===== src/rtl/ab_code_decoder_pkg.sv =====
// Shared code-word constants and event encoding for the A/B code link.
// The transmitter imports the same package so both ends agree on the codes.
package ab_code_decoder_pkg;

  localparam logic [1:0] CODE_A = 2'b01;
  localparam logic [1:0] CODE_B = 2'b10;

  typedef enum logic {
    EV_B = 1'b0,
    EV_A = 1'b1
  } ev_t;

  typedef enum logic [1:0] {
    DEC_A   = 2'd0,
    DEC_B   = 2'd1,
    DEC_ERR = 2'd2
  } dec_t;

  // y[0] is a don't-care for A words. An unknown compare result falls through
  // both branches, so an X/Z in a checked bit classifies as an error.
  function automatic dec_t decode_word(input logic [1:0] y, input logic [1:0] z);
    dec_t d;
    d = DEC_ERR;
    if ((z == CODE_A) && (y[1] == 1'b1)) begin
      d = DEC_A;
    end else if ((z == CODE_B) && (y == 2'b00)) begin
      d = DEC_B;
    end
    return d;
  endfunction

endpackage


===== src/rtl/ab_event_fifo.sv =====
// DEPTH-entry event FIFO with flop storage, wrapping pointers and an explicit
// occupancy counter; clear has priority over push and pop.
module ab_event_fifo
  import ab_code_decoder_pkg::*;
#(
  parameter int DEPTH = 4
) (
  input  logic clk,
  input  logic rst_n,
  input  logic clear,
  input  logic push,
  input  ev_t  push_ev,
  input  logic pop,
  output logic not_full,
  output logic not_empty,
  output ev_t  head_ev
);

  localparam int AW = (DEPTH > 1) ? $clog2(DEPTH) : 1;
  localparam logic [AW:0] DEPTH_C = (AW + 1)'(DEPTH);

  logic [AW-1:0] wr_ptr_q, wr_ptr_d;
  logic [AW-1:0] rd_ptr_q, rd_ptr_d;
  logic [AW:0]   count_q, count_d;
  ev_t           mem_q [DEPTH];
  ev_t           mem_d [DEPTH];
  logic          do_push, do_pop;

  assign not_full  = (count_q != DEPTH_C);
  assign not_empty = (count_q != '0);
  assign head_ev   = mem_q[rd_ptr_q];

  always_comb begin
    do_push  = push & not_full;
    do_pop   = pop & not_empty;
    wr_ptr_d = wr_ptr_q;
    rd_ptr_d = rd_ptr_q;
    count_d  = count_q;
    mem_d    = mem_q;
    if (clear) begin
      wr_ptr_d = '0;
      rd_ptr_d = '0;
      count_d  = '0;
    end else begin
      if (do_push) begin
        mem_d[wr_ptr_q] = push_ev;
        wr_ptr_d        = wr_ptr_q + 1'b1;
      end
      if (do_pop) begin
        rd_ptr_d = rd_ptr_q + 1'b1;
      end
      // Push and pop together leave the occupancy unchanged.
      count_d = count_q + {{AW{1'b0}}, do_push} - {{AW{1'b0}}, do_pop};
    end
  end

  always_ff @(posedge clk or negedge rst_n) begin
    if (!rst_n) begin
      wr_ptr_q <= '0;
      rd_ptr_q <= '0;
      count_q  <= '0;
      for (int i = 0; i < DEPTH; i++) begin
        mem_q[i] <= EV_B;
      end
    end else begin
      wr_ptr_q <= wr_ptr_d;
      rd_ptr_q <= rd_ptr_d;
      count_q  <= count_d;
      mem_q    <= mem_d;
    end
  end

endmodule


===== src/rtl/ab_code_decoder.sv =====
// Decodes 4-bit y/z code words into A/B events queued for a consumer, with
// saturating event/error statistics and a one-cycle error pulse.
module ab_code_decoder
  import ab_code_decoder_pkg::*;
#(
  parameter int DEPTH = 4,
  parameter int CNT_W = 8
) (
  input  logic             clk,
  input  logic             rst_n,
  input  logic             clear,
  input  logic             in_valid,
  output logic             in_ready,
  input  logic [1:0]       y,
  input  logic [1:0]       z,
  output logic             out_valid,
  input  logic             out_ready,
  output logic             a_out,
  output logic             b_out,
  output logic             err,
  output logic [CNT_W-1:0] a_cnt,
  output logic [CNT_W-1:0] b_cnt,
  output logic [CNT_W-1:0] err_cnt
);

  // Handshake: a word transfers on a rising edge where in_valid & in_ready,
  // an event pops where out_valid & out_ready; clear drops both that cycle.

  localparam logic [CNT_W-1:0] CNT_MAX = '1;

  dec_t             dec;
  logic             accept;
  logic             fifo_push;
  ev_t              fifo_push_ev;
  logic             fifo_not_empty;
  ev_t              fifo_head;
  logic [CNT_W-1:0] a_cnt_q, a_cnt_d;
  logic [CNT_W-1:0] b_cnt_q, b_cnt_d;
  logic [CNT_W-1:0] err_cnt_q, err_cnt_d;
  logic             err_q, err_d;

  assign dec          = decode_word(y, z);
  assign accept       = in_valid & in_ready & ~clear;
  assign fifo_push    = accept & ((dec == DEC_A) | (dec == DEC_B));
  assign fifo_push_ev = (dec == DEC_A) ? EV_A : EV_B;

  ab_event_fifo #(
    .DEPTH(DEPTH)
  ) u_fifo (
    .clk      (clk),
    .rst_n    (rst_n),
    .clear    (clear),
    .push     (fifo_push),
    .push_ev  (fifo_push_ev),
    .pop      (out_valid & out_ready),
    .not_full (in_ready),
    .not_empty(fifo_not_empty),
    .head_ev  (fifo_head)
  );

  assign out_valid = fifo_not_empty;
  assign a_out     = fifo_not_empty & (fifo_head == EV_A);
  assign b_out     = fifo_not_empty & (fifo_head == EV_B);

  // Statistics count acceptances, so they lead the consumer's view of the FIFO.
  always_comb begin
    a_cnt_d   = a_cnt_q;
    b_cnt_d   = b_cnt_q;
    err_cnt_d = err_cnt_q;
    err_d     = 1'b0;
    if (clear) begin
      a_cnt_d   = '0;
      b_cnt_d   = '0;
      err_cnt_d = '0;
    end else if (accept) begin
      case (dec)
        DEC_A: if (a_cnt_q != CNT_MAX) a_cnt_d = a_cnt_q + 1'b1;
        DEC_B: if (b_cnt_q != CNT_MAX) b_cnt_d = b_cnt_q + 1'b1;
        default: begin
          err_d = 1'b1;
          if (err_cnt_q != CNT_MAX) err_cnt_d = err_cnt_q + 1'b1;
        end
      endcase
    end
  end

  always_ff @(posedge clk or negedge rst_n) begin
    if (!rst_n) begin
      a_cnt_q   <= '0;
      b_cnt_q   <= '0;
      err_cnt_q <= '0;
      err_q     <= 1'b0;
    end else begin
      a_cnt_q   <= a_cnt_d;
      b_cnt_q   <= b_cnt_d;
      err_cnt_q <= err_cnt_d;
      err_q     <= err_d;
    end
  end

  assign a_cnt   = a_cnt_q;
  assign b_cnt   = b_cnt_q;
  assign err_cnt = err_cnt_q;
  assign err     = err_q;

endmodule


===== config.mk =====
export PLATFORM = sky130hd
export DESIGN_NAME = ab_code_decoder
export DESIGN_NICKNAME = d
export VERILOG_FILES = /design/src/rtl/ab_code_decoder_pkg.sv /design/src/rtl/ab_event_fifo.sv /design/src/rtl/ab_code_decoder.sv
export SDC_FILE = /design/constraint.sdc
export NUM_CORES = 1
export LEC_CHECK = 0
export ABC_AREA = 1
export BUFFER_PORTS_ARGS = -buffer_cell sky130_fd_sc_hd__buf_4
export CAP_MARGIN = 40
export CORE_MARGIN = 2
export CORE_UTILIZATION = 30
export CTS_CLUSTER_DIAMETER = 120
export DETAILED_ROUTE_END_ITERATION = 8
export GPL_TIMING_DRIVEN = 0
export SETUP_SLACK_MARGIN = 0.2
export SLEW_MARGIN = 5
export SYNTH_ARGS = -nofsm -noshare
export SYNTH_HDL_FRONTEND = slang
export SYNTH_HIERARCHICAL = 1
export SYNTH_SLANG_ARGS = --single-unit

===== constraint.sdc =====
create_clock -name clk -period 2.75 [get_ports clk]
set_input_delay 0.4125 -clock clk [delete_from_list [all_inputs] [get_ports clk]]
set_output_delay 0.4125 -clock clk [all_outputs]
set_load 0.01 [all_outputs]

==> flow_summary_export.csv <==
group,metric,value,unit
clocking,clock_latency,290,ps
die,io_pins,38,
worst_setup_path,endpoint_kind,"register",
clocking,cts_tree,"built",
routing,first_iter_violations,64,
worst_setup_path,start_kind,"register",
status,outcome,"finished clean",
yosys,ys_types,30,
timing,rsz0062_at_grt,"false",
timing,setup_viol,0,
yosys,yosysTopAreaCellShare,40.8,%
routing,drc,0,
routing,wire_per_inst,11.4,um
routing,postRouteAntennaNets,0,
clocking,clk_pin_slew_worst_paths,80,ps
global_routing,met3_usage,4.53,%
worst_setup_path,crit_start,"u_fifo/count_q[1]$_DFF_PN0_",
clocking,cts_buffers,5,
pwr,p_switching,327,uW
yosys,syn_avg_cell_area,7.48,um2
routing,wl,5020,um
yosys,yosys-top-cells-area,"dfrtp_1 (41%), nand2_1 (17%), nand3_1 (5.7%), ha_1 (5.1%), nor2_1 (4.8%)",
timing,layout_min_cycle_time,2320,ps
clocking,clock_path_buffers,2,
place,gp_congestion,0.793,
finish,fillers,785,
worst_setup_path,cp.required,2920,ps
timing,final.setup.tns,0,ps
global_routing,grt_use_total,13.3,%
routing,dr_total_vias,2018,
yosys,syn_inst,295,
yosys,synth_warnings,6,
pwr,vdd_drop_max,0.000198,V
finish,nNetsFinal,358,
finish,multiInputGateArea,1160,um2
timing,slew_violations,0,
global_routing,use_met2,19.9,%
pwr,p_per_area,424,nW/um2
die,dieArea,8060,um2
yosys,synth_seq_area_share,40.8,%
routing,first_pass_iters,4,
finish,regArea,902,um2
worst_setup_path,r2r_cells,12,
flow_run,maxCapViolCount,0,
worst_setup_path,worst_r2r_endpoint,"u_fifo/count_q[2]$_DFF_PN0_",
worst_setup_path,path_class,"reg -> reg",
timing,fin_crit_sh,84.5,%
global_routing,grt_max_degree,37,
timing,slew_headroom,68.2,%
worst_setup_path,arrival,2490,ps
timing,max_freq,430,MHz
pwr,switching_share,28.4,%
clocking,clock_tree.root_cell,"clkbuf_8",
global_routing,grt_pass1_vias,1857,
finish,num_antenna_cells,0,
min_path,hp-class,"in -> async",
worst_setup_path,cp_max_fo,7,
global_routing,grt_busiest_layer,"met2",
worst_setup_path,reg2reg_from,"u_fifo/count_q[1]$_DFF_PN0_",
timing,skew,13.8,ps
die,die_h,89.8,um
pwr,seq_power_share,50.2,%
finish,drive_above_1_share,22.4,%
place,dpl.hpwl,3630,um
routing,viasPerCell,4.60,
die,start_util,30.8,%
yosys,syn_nets,314,
pwr,leakage,1.36,nW
finish,syn_to_final_growth,23.0,%
die,core,7180,um2
clocking,hold_buffers,0,
pwr,clkPwrFrac,35.5,%
timing,hold_viol_final,0,
die,chipWidth,89.8,um
global_routing,antenna_found_initial,0,
place,io_buffers,37,
timing,worst_pin_slew,476,ps
global_routing,use_met1,19.2,%
yosys,synth.largest_area_cell,"dfrtp_1",
pwr,finalPower,1.15,mW
die,num_rows,31,
worst_setup_path,crit_path_end,"u_fifo/count_q[2]$_DFF_PN0_",
clocking,clock_sinks,36,
clocking,ctsHtreeMaxLevel,2,
pwr,p_int,824,uW
yosys,synth_area,2210,um2
worst_setup_path,rrSetupSlack,430,ps
pwr,combPwrFrac,14.4,%
global_routing,grt_pass1_wl,8940,um
global_routing,overflow,0,
yosys,ys_ff_latch,36,
-- Yosys cell counts, drive strengths merged --
library cell,number
xor2,4
buf,5
a21o,1
a32oi,1
nand4,8
inv,31
o21bai,3
nand3,27
fa,1
or2,4
xnor2,1
a21oi,2
nand2,104
dfrtp,36
nor3,1
nor2,32
o21ai,23
ha,9
nand3b,2
-- worst max-delay path: stages (launching register included) --
cell	delay (ps)
dfrtp_2	430
nor2_4	70
nand2_2	150
nand2_2	140
nor2_4	210
nand2_2	100
ha_1	290
inv_1	50
ha_1	120
inv_1	40
fa_1	370
xor2_1	160
nor2_1	50
-- cell usage in the layout (no fill, tap or decap), drive strengths merged, types with 2 or more instances in the layout --
cell	n
a21oi	2
nand2	104
nor2	32
buf	42
or2	4
ha	9
nand3b	2
o21ai	23
nand3	27
dfrtp	36
xor2	4
inv	31
o21bai	3
nand4	8
clkbuf	7
-- power by group through the flow --
stage | registers (mW) | clock network (mW) | logic [mW]
6_report | 0.577 | 0.408 | 0.165
5_1_grt | 0.583 | 0.444 | 0.187
4_1_cts | 0.578 | 0.421 | 0.167
3_5_place_dp | 0.588 | 0 | 0.166
3_3_place_gp | 0.587 | 0 | 0.163
2_1_floorplan | 0.591 | 0 | 0.0824
-- repair_timing --
| action | CTS | global route |
|---|---|---|
| pin swaps | 0 | 0 |
| resized for setup | 1 | 3 |
| setup endpoints to repair | 2 | 2 |
| setup buffers | 0 | 0 |
-- sequential cells by signal, summed over array words and instances (netlist names) --
| register | count |
|---|---|
| u_fifo/mem_q | 4 |
| b_cnt | 8 |
| a_cnt | 8 |
| u_fifo/count_q | 3 |
| err | 1 |
| u_fifo/wr_ptr_q | 2 |
| u_fifo/rd_ptr_q | 2 |
| err_cnt | 8 |
-- through the flow --
stage / cells / worst slack [ps] / hold WS [ps] / cell area (um2) / util [%]
6_report: 439 / 427 / 79.0 / 2710 / 37.8
3_5_place_dp: 431 / 73.1 / 407 / 2610 / 36.4
5_1_grt: 439 / 243 / 100 / 2710 / 37.8
2_1_floorplan: 295 / 391 / 117 / 2210 / -
4_1_cts: 439 / 223 / 85.5 / 2710 / 37.7
3_3_place_gp: 431 / 104 / 407 / 2610 / 36.4
-- layer usage --
layer	share of wire [%]	routed length [um]
met4	0.24	12
met2	45	2260
met5	0	0
met3	5.5	275
met1	49	2480
-- worst min path at each step --
stage           from  depth (start not counted)  slack (ps)              endpoint
2_1_floorplan  rst_n                          0         120  a_cnt[0]$_DFFE_PN0P_
3_3_place_gp   rst_n                          1         410  b_cnt[2]$_DFFE_PN0P_
3_5_place_dp   rst_n                          1         410  b_cnt[2]$_DFFE_PN0P_
4_1_cts        rst_n                          1          90  b_cnt[7]$_DFFE_PN0P_
5_1_grt        rst_n                          1         100  b_cnt[2]$_DFFE_PN0P_
6_report       rst_n                          1          80  b_cnt[7]$_DFFE_PN0P_
-- kinds of logic after synthesis --
family          share of synthesized area, %
simple gates                            35.5
xor+xnor                                1.98
buf+inv                                 7.09
compound gates                          8.62
flops                                   40.8
fa+ha+maj                               6.01
-- area by class of cell --
class / instances / share of cell area [%]
buffer: 5 / 1.48
clock buffer: 7 / 3.18
clock inverter: 1 / 0.277
inverter: 31 / 4.29
multi-input combinational: 223 / 42.7
sequential: 36 / 33.2
tap: 99 / 4.56
timing repair buffer: 37 / 10.2
Power figures use the tool's default switching activity.
